<file path="src/rtl/uart_com_port.sv">
// uart_com_port: 8N1 UART beneath the debug controller.
//  RX: 2-flop synchroniser, start-bit mid-point qualification, LSB-first
//      deserialiser, one-byte holding register with read_ready/rx_ack handshake,
//      sticky overrun and a one-cycle frame_err pulse on a low stop bit.
//  TX: one byte per accepted tx_we, registered glitch-free txd. write_ready
//      re-arms only after tx_we is seen low, so a held tx_we sends one byte.
// Ports:
//  clk, rst (async, active-high)
//  rxd in / txd out          serial lines, idle high
//  rx_data, read_ready, rx_ack, overrun, frame_err   receive side
//  tx_data, tx_we, write_ready                       transmit side
module uart_com_port #(
  parameter int CLK_DIV = 434
) (
  input  logic       clk,
  input  logic       rst,
  input  logic       rxd,
  output logic       txd,
  output logic [7:0] rx_data,
  output logic       read_ready,
  input  logic       rx_ack,
  output logic       overrun,
  output logic       frame_err,
  input  logic [7:0] tx_data,
  input  logic       tx_we,
  output logic       write_ready
);
  localparam int CW = $clog2(CLK_DIV);
  localparam logic [CW-1:0] BIT_END  = CW'(CLK_DIV - 1);
  localparam logic [CW-1:0] HALF_END = CW'(CLK_DIV / 2 - 1);

  typedef enum logic [2:0] {R_IDLE, R_START, R_DATA, R_STOP, R_BREAK} rx_state_t;
  typedef enum logic [1:0] {T_IDLE, T_START, T_DATA, T_STOP} tx_state_t;

  // ---------------- RX ----------------
  logic            rx_s1, rx_s2;
  rx_state_t       rx_state, rx_state_n;
  logic [CW-1:0]   rx_cnt, rx_cnt_n;
  logic [2:0]      rx_bit, rx_bit_n;
  logic [7:0]      rx_shift, rx_shift_n;
  logic [7:0]      rx_data_n;
  logic            rr_n, ovr_n, fe_n, rx_done;

  always_ff @(posedge clk or posedge rst) begin
    if (rst) begin
      rx_s1      <= 1'b1;
      rx_s2      <= 1'b1;
      rx_state   <= R_IDLE;
      rx_cnt     <= '0;
      rx_bit     <= '0;
      rx_shift   <= '0;
      rx_data    <= '0;
      read_ready <= 1'b0;
      overrun    <= 1'b0;
      frame_err  <= 1'b0;
    end else begin
      rx_s1      <= rxd;
      rx_s2      <= rx_s1;
      rx_state   <= rx_state_n;
      rx_cnt     <= rx_cnt_n;
      rx_bit     <= rx_bit_n;
      rx_shift   <= rx_shift_n;
      rx_data    <= rx_data_n;
      read_ready <= rr_n;
      overrun    <= ovr_n;
      frame_err  <= fe_n;
    end
  end

  always_comb begin
    rx_state_n = rx_state;
    rx_cnt_n   = rx_cnt;
    rx_bit_n   = rx_bit;
    rx_shift_n = rx_shift;
    rx_done    = 1'b0;
    fe_n       = 1'b0;
    case (rx_state)
      R_IDLE:
        if (!rx_s2) begin
          rx_state_n = R_START;
          rx_cnt_n   = '0;
        end
      R_START:
        // Half-bit check rejects glitches and sets the mid-bit sampling phase.
        if (rx_cnt == HALF_END) begin
          rx_cnt_n   = '0;
          rx_bit_n   = '0;
          rx_state_n = rx_s2 ? R_IDLE : R_DATA;
        end else rx_cnt_n = rx_cnt + 1'b1;
      R_DATA:
        if (rx_cnt == BIT_END) begin
          rx_cnt_n   = '0;
          rx_shift_n = {rx_s2, rx_shift[7:1]};
          rx_bit_n   = rx_bit + 3'd1;
          if (rx_bit == 3'd7) rx_state_n = R_STOP;
        end else rx_cnt_n = rx_cnt + 1'b1;
      R_STOP:
        if (rx_cnt == BIT_END) begin
          rx_cnt_n = '0;
          if (rx_s2) begin
            rx_done    = 1'b1;
            rx_state_n = R_IDLE;
          end else begin
            fe_n       = 1'b1;
            rx_state_n = R_BREAK;
          end
        end else rx_cnt_n = rx_cnt + 1'b1;
      R_BREAK:
        if (rx_s2) rx_state_n = R_IDLE;
      default: rx_state_n = R_IDLE;
    endcase

    // Holding register. A completing byte and an ack in the same cycle
    // count as consume-then-load, so read_ready stays high.
    rx_data_n = rx_data;
    rr_n      = read_ready;
    ovr_n     = overrun;
    if (read_ready && rx_ack) begin
      rr_n  = 1'b0;
      ovr_n = 1'b0;
    end
    if (rx_done) begin
      if (!read_ready || rx_ack) begin
        rx_data_n = rx_shift;
        rr_n      = 1'b1;
      end else ovr_n = 1'b1;
    end
  end

  // ---------------- TX ----------------
  tx_state_t       tx_state, tx_state_n;
  logic [CW-1:0]   tx_cnt, tx_cnt_n;
  logic [2:0]      tx_bit, tx_bit_n;
  logic [7:0]      tx_shift, tx_shift_n;
  logic            txd_n, armed, armed_n;

  assign write_ready = armed;  // armed can only be set while idle

  always_ff @(posedge clk or posedge rst) begin
    if (rst) begin
      tx_state <= T_IDLE;
      tx_cnt   <= '0;
      tx_bit   <= '0;
      tx_shift <= '0;
      txd      <= 1'b1;
      armed    <= 1'b1;
    end else begin
      tx_state <= tx_state_n;
      tx_cnt   <= tx_cnt_n;
      tx_bit   <= tx_bit_n;
      tx_shift <= tx_shift_n;
      txd      <= txd_n;
      armed    <= armed_n;
    end
  end

  always_comb begin
    tx_state_n = tx_state;
    tx_cnt_n   = tx_cnt;
    tx_bit_n   = tx_bit;
    tx_shift_n = tx_shift;
    txd_n      = txd;
    armed_n    = armed;
    case (tx_state)
      T_IDLE:
        if (tx_we && armed) begin
          tx_shift_n = tx_data;
          armed_n    = 1'b0;
          tx_cnt_n   = '0;
          txd_n      = 1'b0;
          tx_state_n = T_START;
        end else if (!tx_we) armed_n = 1'b1;
      T_START:
        if (tx_cnt == BIT_END) begin
          tx_cnt_n   = '0;
          tx_bit_n   = '0;
          txd_n      = tx_shift[0];
          tx_state_n = T_DATA;
        end else tx_cnt_n = tx_cnt + 1'b1;
      T_DATA:
        if (tx_cnt == BIT_END) begin
          tx_cnt_n = '0;
          if (tx_bit == 3'd7) begin
            txd_n      = 1'b1;
            tx_state_n = T_STOP;
          end else begin
            tx_bit_n   = tx_bit + 3'd1;
            tx_shift_n = {1'b0, tx_shift[7:1]};
            txd_n      = tx_shift[1];
          end
        end else tx_cnt_n = tx_cnt + 1'b1;
      T_STOP:
        // Re-arm directly at frame end when tx_we is already low so the
        // busy window is exactly one frame long.
        if (tx_cnt == BIT_END) begin
          tx_cnt_n   = '0;
          armed_n    = !tx_we;
          tx_state_n = T_IDLE;
        end else tx_cnt_n = tx_cnt + 1'b1;
      default: tx_state_n = T_IDLE;
    endcase
  end
endmodule

</file>
<file path="config.mk">
export PLATFORM = sky130hd
export DESIGN_NAME = uart_com_port
export DESIGN_NICKNAME = d
export VERILOG_FILES = /design/src/rtl/uart_com_port.sv
export SDC_FILE = /design/constraint.sdc
export NUM_CORES = 1
export LEC_CHECK = 0
export CAP_MARGIN = 20
export CORE_MARGIN = 2
export CORE_UTILIZATION = 40
export DETAILED_ROUTE_END_ITERATION = 8
export GPL_TIMING_DRIVEN = 0
export PLACE_DENSITY = 0.66
export REMOVE_ABC_BUFFERS = 1
export SYNTH_ARGS = -nofsm -noshare
export SYNTH_HDL_FRONTEND = slang
export SYNTH_SLANG_ARGS = --single-unit
</file>
<file path="constraint.sdc">
create_clock -name clk -period 2.45 [get_ports clk]
set_input_delay 0.6125 -clock clk [delete_from_list [all_inputs] [get_ports clk]]
set_output_delay 0.6125 -clock clk [all_outputs]
set_load 0.02 [all_outputs]
</file>
==> impl_metrics.py <==
metrics = {
    "logic_synthesis": {
        "synth_area_per_cell_sq_um": 11.10,
        "synthXorXnorAreaFrac_pct": 0.5780,
        "yosysWarnings": 0,
        "synth-compound-area-share_pct": 11.23,
        "synth-simple-area-share_pct": 16.23,
        "seq_area_frac_synth_pct": 49.71,
        "synth_mux_area_share_pct": 14.24,
        "synth-seq-cells": 60,
        "syn-instance-count": 273,
        "async_flop_share_pct": 100.0,
        "ys.flop_type": "dfrtp_1",
        "syn_area_sq_um": 3030,
        "synth_edf_count": 0,
        "synth_top_family_by_area": "simple AND/OR/NAND/NOR gates",
        "yosysUniqueCellTypes": 42,
        "synthAdderAreaFrac_pct": 5.780,
    },
    "floorplanning": {
        "die_w_microns": 91.04,
        "rows": 31,
        "ios": 26,
        "start_util_pct": 41.56,
        "fp.dieH_microns": 91.04,
        "design.die.area_sq_um": 8288,
        "core_area_sq_um": 7292,
    },
    "sta": {
        "final_hold_viol_count": 0,
        "worst_pin_slew_ns": 0.8471,
        "hold_slack_ns": 0.3546,
        "slew_headroom_pct": 42.91,
        "rsz0062_at_grt": "false",
        "setup_viol": 0,
        "fmax_ghz": 0.4434,
        "post-route-period-util_pct": 92.05,
        "period_needed_ns": 2.255,
        "fin_skew_ns": 0.006616,
        "slew_viol_final": 0,
    },
    "clocking": {
        "htreeDepth": 3,
        "clk_latency_ns": 0.33,
        "clockBufferDepth": 2,
        "numCtsBuffers": 9,
        "clock_tree.root_cell": "clkbuf_8",
        "cts.sinks": 60,
        "clk_pin_slew_worst_paths_ns": 0.06,
        "cts_tree": "yes",
        "postCtsSetupRepairBufs": 0,
    },
    "run_status": {
        "outcome": "finished clean",
    },
    "worst_hold_path": {
        "holdPathEnd": "rx_s2",
        "hold_depth": 0,
        "worstHoldStart": "rx_s1",
        "min_path_type": "reg -> reg",
    },
    "critical_path": {
        "path_class": "reg -> reg",
        "slowest_stage": "or4_4",
        "cp.arrival_ns": 2.47,
        "slowest_delay_ns": 0.55,
        "startpoint_type": "flop",
        "r2r_end": "rx_data[3]",
        "crit_chain": "inv_1 > ha_1 > nand4b_1 > or4_4 > nor4_4 > nand2_4 > mux2_2",
        "r2r_cells": 7,
        "r2r_setup_slack_ns": 0.19,
        "cp-end-kind": "flop",
        "cp.required_ns": 2.67,
        "reg2reg_from": "rx_cnt[1]",
        "cp_max_fo": 8,
    },
    "cells_and_area": {
        "drive_above_1_share_pct": 20.45,
        "multiInputGateArea_sq_um": 1471,
        "fin_util_pct": 49.52,
        "layout_commonest_cell": "dfrtp_1",
        "register_area_sq_um": 1506,
        "nFillCells": 695,
        "antenna_cells": 0,
        "final_cell_mix": "dfrtp_1 (56), mux2_2 (33), clkdlybuf4s50_1 (25)",
        "nets": 331,
        "syn_to_final_growth_pct": 19.16,
    },
    "drt": {
        "vias": 2149,
        "drt_iter0_drc": 88,
        "wl_per_cell_microns": 13.48,
        "via_per_inst": 5.280,
        "first_pass_iters": 5,
        "drc": 0,
        "drtAntennaViolNets": 0,
        "routed_wl_mm": 5.488,
    },
    "placement": {
        "io_buffers": 25,
        "hpwl_mm": 3.815,
        "place_congestion": 0.7525,
    },
    "grt": {
        "grt_pass1_vias": 2086,
        "overflow": 0,
        "grt_pass1_wl_mm": 9.722,
        "grt_max_degree": 43,
        "antenna_found_initial": 0,
        "grt_usage_pct": 14.66,
    },
    "power": {
        "p_seq_share_pct": 51.7,
        "comb_power_share_pct": 3.0,
        "peakVddDrop_uv": 362.4,
        "intPower_mw": 1.545,
        "clkPwrFrac_pct": 45.3,
        "swShare_pct": 20.19,
        "power.density_nw_per_um2": 536.3,
        "p_leak_nw": 1.597,
        "switchingPower_mw": 0.3910,
    },
    "job": {
        "drv_cap": 0,
    },
}
==> metrics by stage <==
step,total power [mW],TNS [ns],instance area [sq um],cells,worst slack [ns]
floorplan,1.043,0,3008,267,0.3594
global placement,1.074,-43.34,3382,391,-0.7477
detailed placement,1.079,-1.005,3402,392,-0.1326
CTS,1.971,0,3600,407,0.1468
global route,2.025,0,3611,407,0.04083
finish,1.936,0,3611,407,0.1949
==> cells in the mapped netlist (all sizes together) (2+ instances only) <==
master / instances / area share (%)
a21o: 2 / 0.50
a21oi: 11 / 1.8
a22o: 8 / 2.3
a22oi: 2 / 0.50
and3: 6 / 1.2
clkbuf: 6 / 0.74
dfrtp: 56 / 46
dfstp: 4 / 3.5
ha: 14 / 5.8
inv: 12 / 1.5
mux2: 33 / 12
mux2i: 6 / 2.0
nand2: 25 / 3.3
nand2b: 2 / 0.41
nand3: 7 / 1.2
nand4b: 2 / 0.58
nor2: 15 / 2.0
nor2b: 8 / 1.7
nor3: 4 / 0.66
nor3b: 2 / 0.50
nor4: 4 / 1.5
o21ai: 23 / 3.8
o311ai: 2 / 0.58
o31ai: 3 / 0.74
or3: 2 / 0.41
xor2: 2 / 0.58
==> critical path, delay by kind of cell (launching register included) <==
family                   cells  cell delay, ns
adder cells (fa/ha/maj)      1            0.15
buffers and inverters        1            0.09
flip-flops                   1            0.41
multiplexers                 1            0.30
AND/OR/NAND/NOR              4            1.20
==> worst max path at each step <==
stage,startpoint,end,cells past startpoint
after floorplan,rst,frame_err,1
after global placement,rst,rx_shift[3],2
after detailed placement,tx_we,tx_shift[6],4
after CTS,tx_state[0],tx_shift[6],7
after global routing,rx_cnt[1],rx_bit[0],7
final,rx_cnt[1],rx_data[3],7
==> sequential cells by signal, summed over array words and instances (netlist names) <==
name,count
tx_state,2
rx_shift,8
frame_err,1
rx_bit,3
overrun,1
txd,1
read_ready,1
write_ready,1
rx_data,8
rx_cnt,9
rx_state,3
rx_s2,1
rx_s1,1
tx_cnt,9
tx_shift,8
tx_bit,3
==> kinds of logic after synthesis <==
logic type | Yosys count
fa+ha+maj | 14
mux | 39
buf+inv | 18
simple gates | 86
flops | 60
xor+xnor | 2
compound gates | 54
==> routing by layer <==
layer / part of all wire, % / GRT usage [%]
met4: 1.5 / 5.429
met1: 46 / 18.61
met5: 0 / 0
met2: 48 / 22.90
met3: 4.0 / 5.394
==> final cells by class <==
cell class / count / share of cell area, %
flip-flops and latches: 60 / 41.72
multi-input cells: 195 / 40.75
repair buffers: 26 / 7.484
clock buffers: 13 / 4.401
well taps: 99 / 3.430
inverters: 12 / 1.247
clock inverters: 2 / 0.9702
==> what timing repair did <==
item | CTS | global route
hold endpoints to repair | 0 | 0
resized for setup | 1 | 2
pin swaps | 0 | 0
hold buffers | 0 | 0
setup endpoints to repair | 2 | 8
==> power groups by stage <==
stage	logic, mW	clock network (mW)	registers (mW)
after floorplan	0.0229	0	1.02
after global placement	0.0559	0	1.02
after detailed placement	0.0606	0	1.02
after CTS	0.0611	0.909	1.00
after global routing	0.0657	0.959	1.00
final	0.0588	0.877	1.00
No activity file was read; power rests on OpenSTA's default activity.
